==> src/rtl/pong_match_ctrl_if.sv <==
// Pong match controller signal bundle.
// Carries the frame tick, player inputs, ball-miss pulses and the match
// outputs (recenter strobe, ball enable, serve direction, scores, winner,
// debug state) between the match controller and the rest of the game.
// The master side is the match controller; the slave side is the
// environment (buttons, paddle movers, ball mover, display).
interface pong_match_ctrl_if #(
  parameter int SCORE_W = 4
) ();

  logic               tick;
  logic               start_n;
  logic               miss_l;
  logic               miss_r;
  logic               recenter;
  logic               ball_en;
  logic               serve_dir;
  logic [SCORE_W-1:0] score_l;
  logic [SCORE_W-1:0] score_r;
  logic [1:0]         winner;
  logic [2:0]         state_o;

  modport master (
    input  tick,
    input  start_n,
    input  miss_l,
    input  miss_r,
    output recenter,
    output ball_en,
    output serve_dir,
    output score_l,
    output score_r,
    output winner,
    output state_o
  );

  modport slave (
    output tick,
    output start_n,
    output miss_l,
    output miss_r,
    input  recenter,
    input  ball_en,
    input  serve_dir,
    input  score_l,
    input  score_r,
    input  winner,
    input  state_o
  );

endinterface

==> src/rtl/pong_match_ctrl.sv <==
// Pong match sequencer: serve timing, scoring, win detection.
// Drives the paddle/ball recenter strobe, the ball enable and the serve
// direction. All delays advance only on the frame tick.
// Optional feature macro: PONG_AUTO_RESTART_EN -- when defined, GAME_OVER
// restarts the match by itself after OVER_TICKS frame ticks; when not
// defined, GAME_OVER waits for a start button press.
module pong_match_ctrl #(
  parameter int WIN_SCORE   = 7,
  parameter int SCORE_W     = 4,
  parameter int SERVE_TICKS = 120,
  parameter int OVER_TICKS  = 300
) (
  input logic               clock,
  input logic               reset,
  pong_match_ctrl_if.master bus
);

  // One counter serves both the serve delay and the game-over delay, so it
  // is sized for the longer of the two.
  localparam int CNT_MAX = (SERVE_TICKS > OVER_TICKS) ? SERVE_TICKS : OVER_TICKS;
  localparam int CNT_W   = $clog2(CNT_MAX + 1);

  localparam logic [CNT_W-1:0]   SERVE_LAST = CNT_W'(SERVE_TICKS - 1);
  localparam logic [SCORE_W-1:0] WIN_VAL    = SCORE_W'(WIN_SCORE);
`ifdef PONG_AUTO_RESTART_EN
  localparam logic [CNT_W-1:0]   OVER_LAST  = CNT_W'(OVER_TICKS - 1);
`endif

  typedef enum logic [2:0] {
    S_IDLE  = 3'd0,
    S_SERVE = 3'd1,
    S_PLAY  = 3'd2,
    S_POINT = 3'd3,
    S_OVER  = 3'd4
  } state_t;

  // Registered state and outputs
  state_t             r_state;
  logic [CNT_W-1:0]   r_cnt;
  logic [SCORE_W-1:0] r_score_l;
  logic [SCORE_W-1:0] r_score_r;
  logic               r_serve_dir;
  logic [1:0]         r_winner;
  logic               r_recenter;
  logic               r_ball_en;

  // Start button edge detector
  logic               r_start_prev;
  logic               r_armed;
  logic               w_start_edge;

  // Next-state values
  state_t             w_state_nxt;
  logic [CNT_W-1:0]   w_cnt_nxt;
  logic [SCORE_W-1:0] w_score_l_nxt;
  logic [SCORE_W-1:0] w_score_r_nxt;
  logic               w_serve_dir_nxt;
  logic [1:0]         w_winner_nxt;
  logic               w_recenter_nxt;
  logic               w_do_start;

  // Scores stop at the winning value and never wrap.
  function automatic logic [SCORE_W-1:0] sat_inc(input logic [SCORE_W-1:0] s);
    return (s >= WIN_VAL) ? s : s + SCORE_W'(1);
  endfunction

  // A press is a 1->0 transition of start_n. r_armed stays low after reset
  // until the button has been seen released, so a button held down across
  // reset release cannot launch a match on its own.
  assign w_start_edge = r_armed & r_start_prev & ~bus.start_n;

  // Track the previous button level and whether it has been seen released.
  always_ff @(posedge clock or posedge reset) begin
    if (reset) begin
      r_start_prev <= 1'b1;
      r_armed      <= 1'b0;
    end else begin
      r_start_prev <= bus.start_n;
      r_armed      <= r_armed | bus.start_n;
    end
  end

  // Next-state, counter, scoring and strobe decisions.
  always_comb begin
    w_state_nxt     = r_state;
    w_cnt_nxt       = r_cnt;
    w_score_l_nxt   = r_score_l;
    w_score_r_nxt   = r_score_r;
    w_serve_dir_nxt = r_serve_dir;
    w_winner_nxt    = r_winner;
    w_recenter_nxt  = 1'b0;
    w_do_start      = 1'b0;

    case (r_state)
      S_IDLE: begin
        if (w_start_edge) begin
          w_do_start = 1'b1;
        end
      end

      S_SERVE: begin
        // Misses are ignored while the ball is parked.
        if (bus.tick) begin
          if (r_cnt == SERVE_LAST) begin
            w_state_nxt = S_PLAY;
            w_cnt_nxt   = '0;
          end else begin
            w_cnt_nxt   = r_cnt + CNT_W'(1);
          end
        end
      end

      S_PLAY: begin
        // The serve goes toward the player who lost the point. A double
        // miss is a let: no score, serve direction kept.
        if (bus.miss_l && bus.miss_r) begin
          w_state_nxt     = S_POINT;
        end else if (bus.miss_l) begin
          w_score_r_nxt   = sat_inc(r_score_r);
          w_serve_dir_nxt = 1'b0;
          w_state_nxt     = S_POINT;
        end else if (bus.miss_r) begin
          w_score_l_nxt   = sat_inc(r_score_l);
          w_serve_dir_nxt = 1'b1;
          w_state_nxt     = S_POINT;
        end
        if (w_state_nxt == S_POINT) begin
          w_recenter_nxt = 1'b1;
        end
      end

      S_POINT: begin
        if (r_score_l == WIN_VAL) begin
          w_winner_nxt = 2'b01;
          w_state_nxt  = S_OVER;
        end else if (r_score_r == WIN_VAL) begin
          w_winner_nxt = 2'b10;
          w_state_nxt  = S_OVER;
        end else begin
          w_cnt_nxt    = '0;
          w_state_nxt  = S_SERVE;
        end
      end

      S_OVER: begin
        // Scores and winner are held for display until the next match.
        if (w_start_edge) begin
          w_do_start = 1'b1;
        end
`ifdef PONG_AUTO_RESTART_EN
        else if (bus.tick) begin
          if (r_cnt == OVER_LAST) begin
            w_do_start = 1'b1;
          end else begin
            w_cnt_nxt  = r_cnt + CNT_W'(1);
          end
        end
`endif
      end

      default: begin
        w_state_nxt = S_IDLE;
      end
    endcase

    // New match: fresh scores, serve to the left, recenter everything.
    if (w_do_start) begin
      w_score_l_nxt   = '0;
      w_score_r_nxt   = '0;
      w_winner_nxt    = 2'b00;
      w_serve_dir_nxt = 1'b0;
      w_recenter_nxt  = 1'b1;
      w_cnt_nxt       = '0;
      w_state_nxt     = S_SERVE;
    end
  end

  // State register and registered outputs; ball_en follows the next state
  // so it is high exactly while the FSM sits in PLAY.
  always_ff @(posedge clock or posedge reset) begin
    if (reset) begin
      r_state     <= S_IDLE;
      r_cnt       <= '0;
      r_score_l   <= '0;
      r_score_r   <= '0;
      r_serve_dir <= 1'b0;
      r_winner    <= 2'b00;
      r_recenter  <= 1'b0;
      r_ball_en   <= 1'b0;
    end else begin
      r_state     <= w_state_nxt;
      r_cnt       <= w_cnt_nxt;
      r_score_l   <= w_score_l_nxt;
      r_score_r   <= w_score_r_nxt;
      r_serve_dir <= w_serve_dir_nxt;
      r_winner    <= w_winner_nxt;
      r_recenter  <= w_recenter_nxt;
      r_ball_en   <= (w_state_nxt == S_PLAY);
    end
  end

  assign bus.recenter  = r_recenter;
  assign bus.ball_en   = r_ball_en;
  assign bus.serve_dir = r_serve_dir;
  assign bus.score_l   = r_score_l;
  assign bus.score_r   = r_score_r;
  assign bus.winner    = r_winner;
  assign bus.state_o   = r_state;

endmodule

==> src/flat_wrapper.sv <==
// flat-port wrapper written by rule: the top's interface ports become plain ports
module pong_match_ctrl_flat 
#(
  parameter int WIN_SCORE   = 7,
  parameter int SCORE_W     = 4,
  parameter int SERVE_TICKS = 120,
  parameter int OVER_TICKS  = 300
)
  (clock, reset, bus_tick, bus_start_n, bus_miss_l, bus_miss_r, bus_recenter, bus_ball_en, bus_serve_dir, bus_score_l, bus_score_r, bus_winner, bus_state_o);
  pong_match_ctrl_if #(.SCORE_W(SCORE_W)) bus_i ();
  input logic clock;
  input logic reset;
  input wire logic [$bits(bus_i.tick)-1:0] bus_tick;
  input wire logic [$bits(bus_i.start_n)-1:0] bus_start_n;
  input wire logic [$bits(bus_i.miss_l)-1:0] bus_miss_l;
  input wire logic [$bits(bus_i.miss_r)-1:0] bus_miss_r;
  output wire logic [$bits(bus_i.recenter)-1:0] bus_recenter;
  output wire logic [$bits(bus_i.ball_en)-1:0] bus_ball_en;
  output wire logic [$bits(bus_i.serve_dir)-1:0] bus_serve_dir;
  output wire logic [$bits(bus_i.score_l)-1:0] bus_score_l;
  output wire logic [$bits(bus_i.score_r)-1:0] bus_score_r;
  output wire logic [$bits(bus_i.winner)-1:0] bus_winner;
  output wire logic [$bits(bus_i.state_o)-1:0] bus_state_o;
  assign bus_i.tick = bus_tick;
  assign bus_i.start_n = bus_start_n;
  assign bus_i.miss_l = bus_miss_l;
  assign bus_i.miss_r = bus_miss_r;
  assign bus_recenter = bus_i.recenter;
  assign bus_ball_en = bus_i.ball_en;
  assign bus_serve_dir = bus_i.serve_dir;
  assign bus_score_l = bus_i.score_l;
  assign bus_score_r = bus_i.score_r;
  assign bus_winner = bus_i.winner;
  assign bus_state_o = bus_i.state_o;
  pong_match_ctrl #(.WIN_SCORE(WIN_SCORE), .SCORE_W(SCORE_W), .SERVE_TICKS(SERVE_TICKS), .OVER_TICKS(OVER_TICKS)) u_core (.clock(clock), .reset(reset), .bus(bus_i));
endmodule
==> config.mk <==
export PLATFORM = sky130hd
export DESIGN_NAME = pong_match_ctrl_flat
export DESIGN_NICKNAME = d
export VERILOG_FILES = /design/src/rtl/pong_match_ctrl_if.sv /design/src/rtl/pong_match_ctrl.sv /design/src/flat_wrapper.sv
export SDC_FILE = /design/constraint.sdc
export NUM_CORES = 1
export LEC_CHECK = 0
export BUFFER_PORTS_ARGS = -buffer_cell sky130_fd_sc_hd__buf_4
export CAP_MARGIN = 20
export CORE_MARGIN = 3
export CORE_UTILIZATION = 35
export CTS_CLUSTER_SIZE = 28
export DETAILED_ROUTE_END_ITERATION = 10
export PLACE_DENSITY = 0.5
export SYNTH_ARGS = -nofsm -noshare
export SYNTH_HDL_FRONTEND = slang
export SYNTH_SLANG_ARGS = --single-unit
==> constraint.sdc <==
create_clock -name clock -period 1.9 [get_ports clock]
set_input_delay 0 -clock clock [delete_from_list [all_inputs] [get_ports clock]]
set_output_delay 0 -clock clock [all_outputs]
set_load 0.1 [all_outputs]
==> qor.txt <==
ys flop type -> dfrtp_1
clk_lat worst skew -> 0.27 ns
Ys Warns -> 0
Placed Instances -> 208
Yosys top cell by area -> dfrtp_1
Max Root-Sink Buffers -> 2
post-synth top area share -> 47.4%
min cycle time layout -> 1.75 ns
die area -> 4710 µm²
fin crit share -> 92.3%
Mapped Area -> 1370 µm²
flops & latches, synth -> 27
Net Sw Frac -> 36.1%
Antenna diodes -> 0
final non-filler cell total -> 214
drt first pass iters -> 4
core region area -> 3720 µm²
status -> complete, no violations
die width -> 68.6 µm
startpoint types -> register
total nets after synthesis -> 145
WS Path Type -> reg -> reg
drt total wl -> 3080 µm
worst endpoint required time -> 2.06 ns
Final Hold Fails -> 0
Layout area overhead -> 26.3%
cells after synthesis -> 136
Slew Viols, Final -> 0
PwrDens -> 892 nW/µm²
drt drc -> 0
CTS clk-pin slew, worst paths -> 0.09 ns
Internal Power -> 0.000988 W
crit path launch -> u_core.bus.state_o[1]
IO buf count -> 21
Setup Skew -> 0.00451 ns
reg2reg start -> u_core.bus.state_o[1]
clock power share -> 21.3%
GPL Wtd Cong -> 0.784
Comb pwr share -> 29.0%
largest cells by area after synthesis -> dfrtp_1 (47%), nand2_1 (3.6%), nand3_1 (2.9%), ha_1 (2.7%), nor2_1 (2.7%)
via count -> 1148
hold_sp -> bus_miss_l
Final setup viols -> 0
TNS Setup -> 0 ns
Rows -> 22
Clock Root Buffer -> clkbuf_8
CP max-delay cell -> dfrtp_2
detailed placement HPWL -> 2330 µm
die height -> 68.6 µm
total leakage power -> 0.774 nW
Final nets -> 176
CTS Buf Count -> 3
postcts setup bufs -> 0
Iter 0 DRT Violations -> 41
drt via density -> 5.36
vias in the first global route -> 1073
maximum vdd drop -> 0.000508 V
WL/cell -> 14.4 µm
initial core utilization -> 36.9%
Flop pwr share -> 49.7%
pin count of the biggest net entering global routing -> 19
FILL cells -> 372
switching power -> 0.000558 W
clk sinks -> 27
Critical Path Max Stage Delay -> 0.47 ns
Post-synth EDFFs -> 0
RSZ-0062 raised after global routing -> no
I/O pin count -> 22
Detail Route Antenna Nets -> 0
Max Fclk -> 570 MHz
Mean Syn Cell Area -> 10.1 µm²
H-tree depth -> 1
post-synthesis sequential area ratio -> 49.3%
ys async rst share -> 100%
WP data arrival -> 1.91 ns
Crit. End Element -> register
first-pass GRT wire length -> 5060 µm
Rel. slew slack -> 67.0%
Overflow after GRT -> 0
CTS tree -> done
Synth cell types -> 43
gr usage total -> 14.3%
share of layout cells above drive strength 1 -> 31.9%
worst path cell trace -> and4bb_2, a21oi_1, and2_1, a221o_1
max_cap viols -> 0
Worst Hold Class -> in -> reg
Tightest Pin Transition -> 0.496 ns
antenna violations before repair -> 0
largest fanout on the critical path -> 9
-- power by group through the flow --
stage | clock network [W] | registers [W] | logic, W
final | 0.000329 | 0.000768 | 0.000448
after global routing | 0.000361 | 0.000783 | 0.000494
after CTS | 0.000340 | 0.000763 | 0.000436
after detailed placement | 0 | 0.000774 | 0.000432
after global placement | 0 | 0.000771 | 0.000428
after floorplan | 0 | 0.000828 | 0.000262
-- cell families (layout without fill, tap and decap cells) --
kind of cell,after synthesis,after routing,synth area share [%]
AND/OR/NAND/NOR,65,65,27.8
adder cells (fa/ha/maj),3,3,2.74
AO/OA/AOI/OAI,32,32,16.9
XOR/XNOR,1,1,0.638
multiplexers,1,1,0.729
flip-flops,27,27,49.3
buffers and inverters,7,37,1.91
-- stage by stage --
step           total power (W)  hold WS, ns  instance area (µm²)  utilization (%)  setup WS (ns)
2_1_floorplan          0.00109      0.00448                 1410                -        0.00191
3_3_place_gp           0.00120      0.00115                 1650             44.4          0.179
3_5_place_dp           0.00121      0.00625                 1650             44.4          0.128
4_1_cts                0.00154       0.0212                 1720             46.2          0.110
5_1_grt                0.00164       0.0327                 1730             46.6         0.0385
6_report               0.00155       0.0182                 1730             46.6          0.146
-- critical path, delay by kind of cell, from the launching register on --
family / cells / cell delay (ns)
compound gates: 2 / 0.48
simple gates: 2 / 0.70
flops: 1 / 0.47
-- flip-flops by register name, indices dropped and copies added, names as in the netlist --
signal                count
u_core.bus.score_l        4
u_core.r_armed            1
u_core.bus.serve_dir      1
u_core.bus.state_o        3
u_core.bus.winner         2
u_core.r_cnt              9
u_core.bus.score_r        4
u_core.bus.recenter       1
u_core.r_start_prev       1
u_core.bus.ball_en        1
-- final cells by class --
class                   count  area [µm²]  share of cell area (%)
multi-input cells         102         699                    40.4
flip-flops and latches     27         698                    40.3
repair buffers             27         208                    12.0
well taps                  48        60.1                    3.47
clock buffers               4        45.0                    2.60
inverters                   6        22.5                    1.30
-- cells in the mapped netlist, types with 2 or more instances --
cell type,count
nand2_1,13
dfrtp_1,26
ha_1,3
nand3_1,8
a21oi_1,6
inv_1,6
nor2b_1,2
or3_1,2
o211ai_1,2
and4bb_2,2
a21o_1,2
o21a_1,2
nor3_1,4
nand3b_1,4
and3b_1,2
o21ai_0,5
nand2b_1,3
nand4_1,3
nor2_1,10
a221o_1,2
or2_2,4
and2_1,2
a211o_1,2
o22ai_1,2
-- metal layers --
metal  wire length [µm]  up-vias  share of wire (%)  global-route usage, %
li1                   -      563                  -                      -
met1               1610      558                 52                   21.5
met5                  0        -                  0                      0
met4                 30        0               0.97                   4.47
met3                128        4                4.2                   2.43
met2               1310       23                 43                   20.5
-- placed cells by master, fill, tap and decap left out, types with 4 or more instances in the layout --
cell and count:
o21ai_0 5, nor2_1 10, buf_4 25, nand2_1 13, dfrtp_1 15, nand3_1 8, dfrtp_2 8, nor3_1 4
or2_2 4, nand3b_1 4, inv_1 6, a21oi_1 6
-- final timing paths --
check | end | slack, ns | cells after the start
setup / recovery | u_core.r_cnt[2] | 0.15 | 4
hold / removal | u_core.bus.serve_dir | 0.02 | 3
setup reg to reg | u_core.r_cnt[2] | 0.15 | 4
hold reg to reg | u_core.r_armed | 0.50 | 1
max in group asynchronous | u_core.r_start_prev | 1.00 | 4
min in group asynchronous | u_core.bus.score_r[0] | 0.26 | 3
-- timing repair --
action | CTS | global route
hold buffers | 2 | 0
endpoints found under the hold margin | 11 | 0
setup endpoints to repair | 0 | 5
resized for setup | 0 | 3
(Power assumes the default switching activity.)
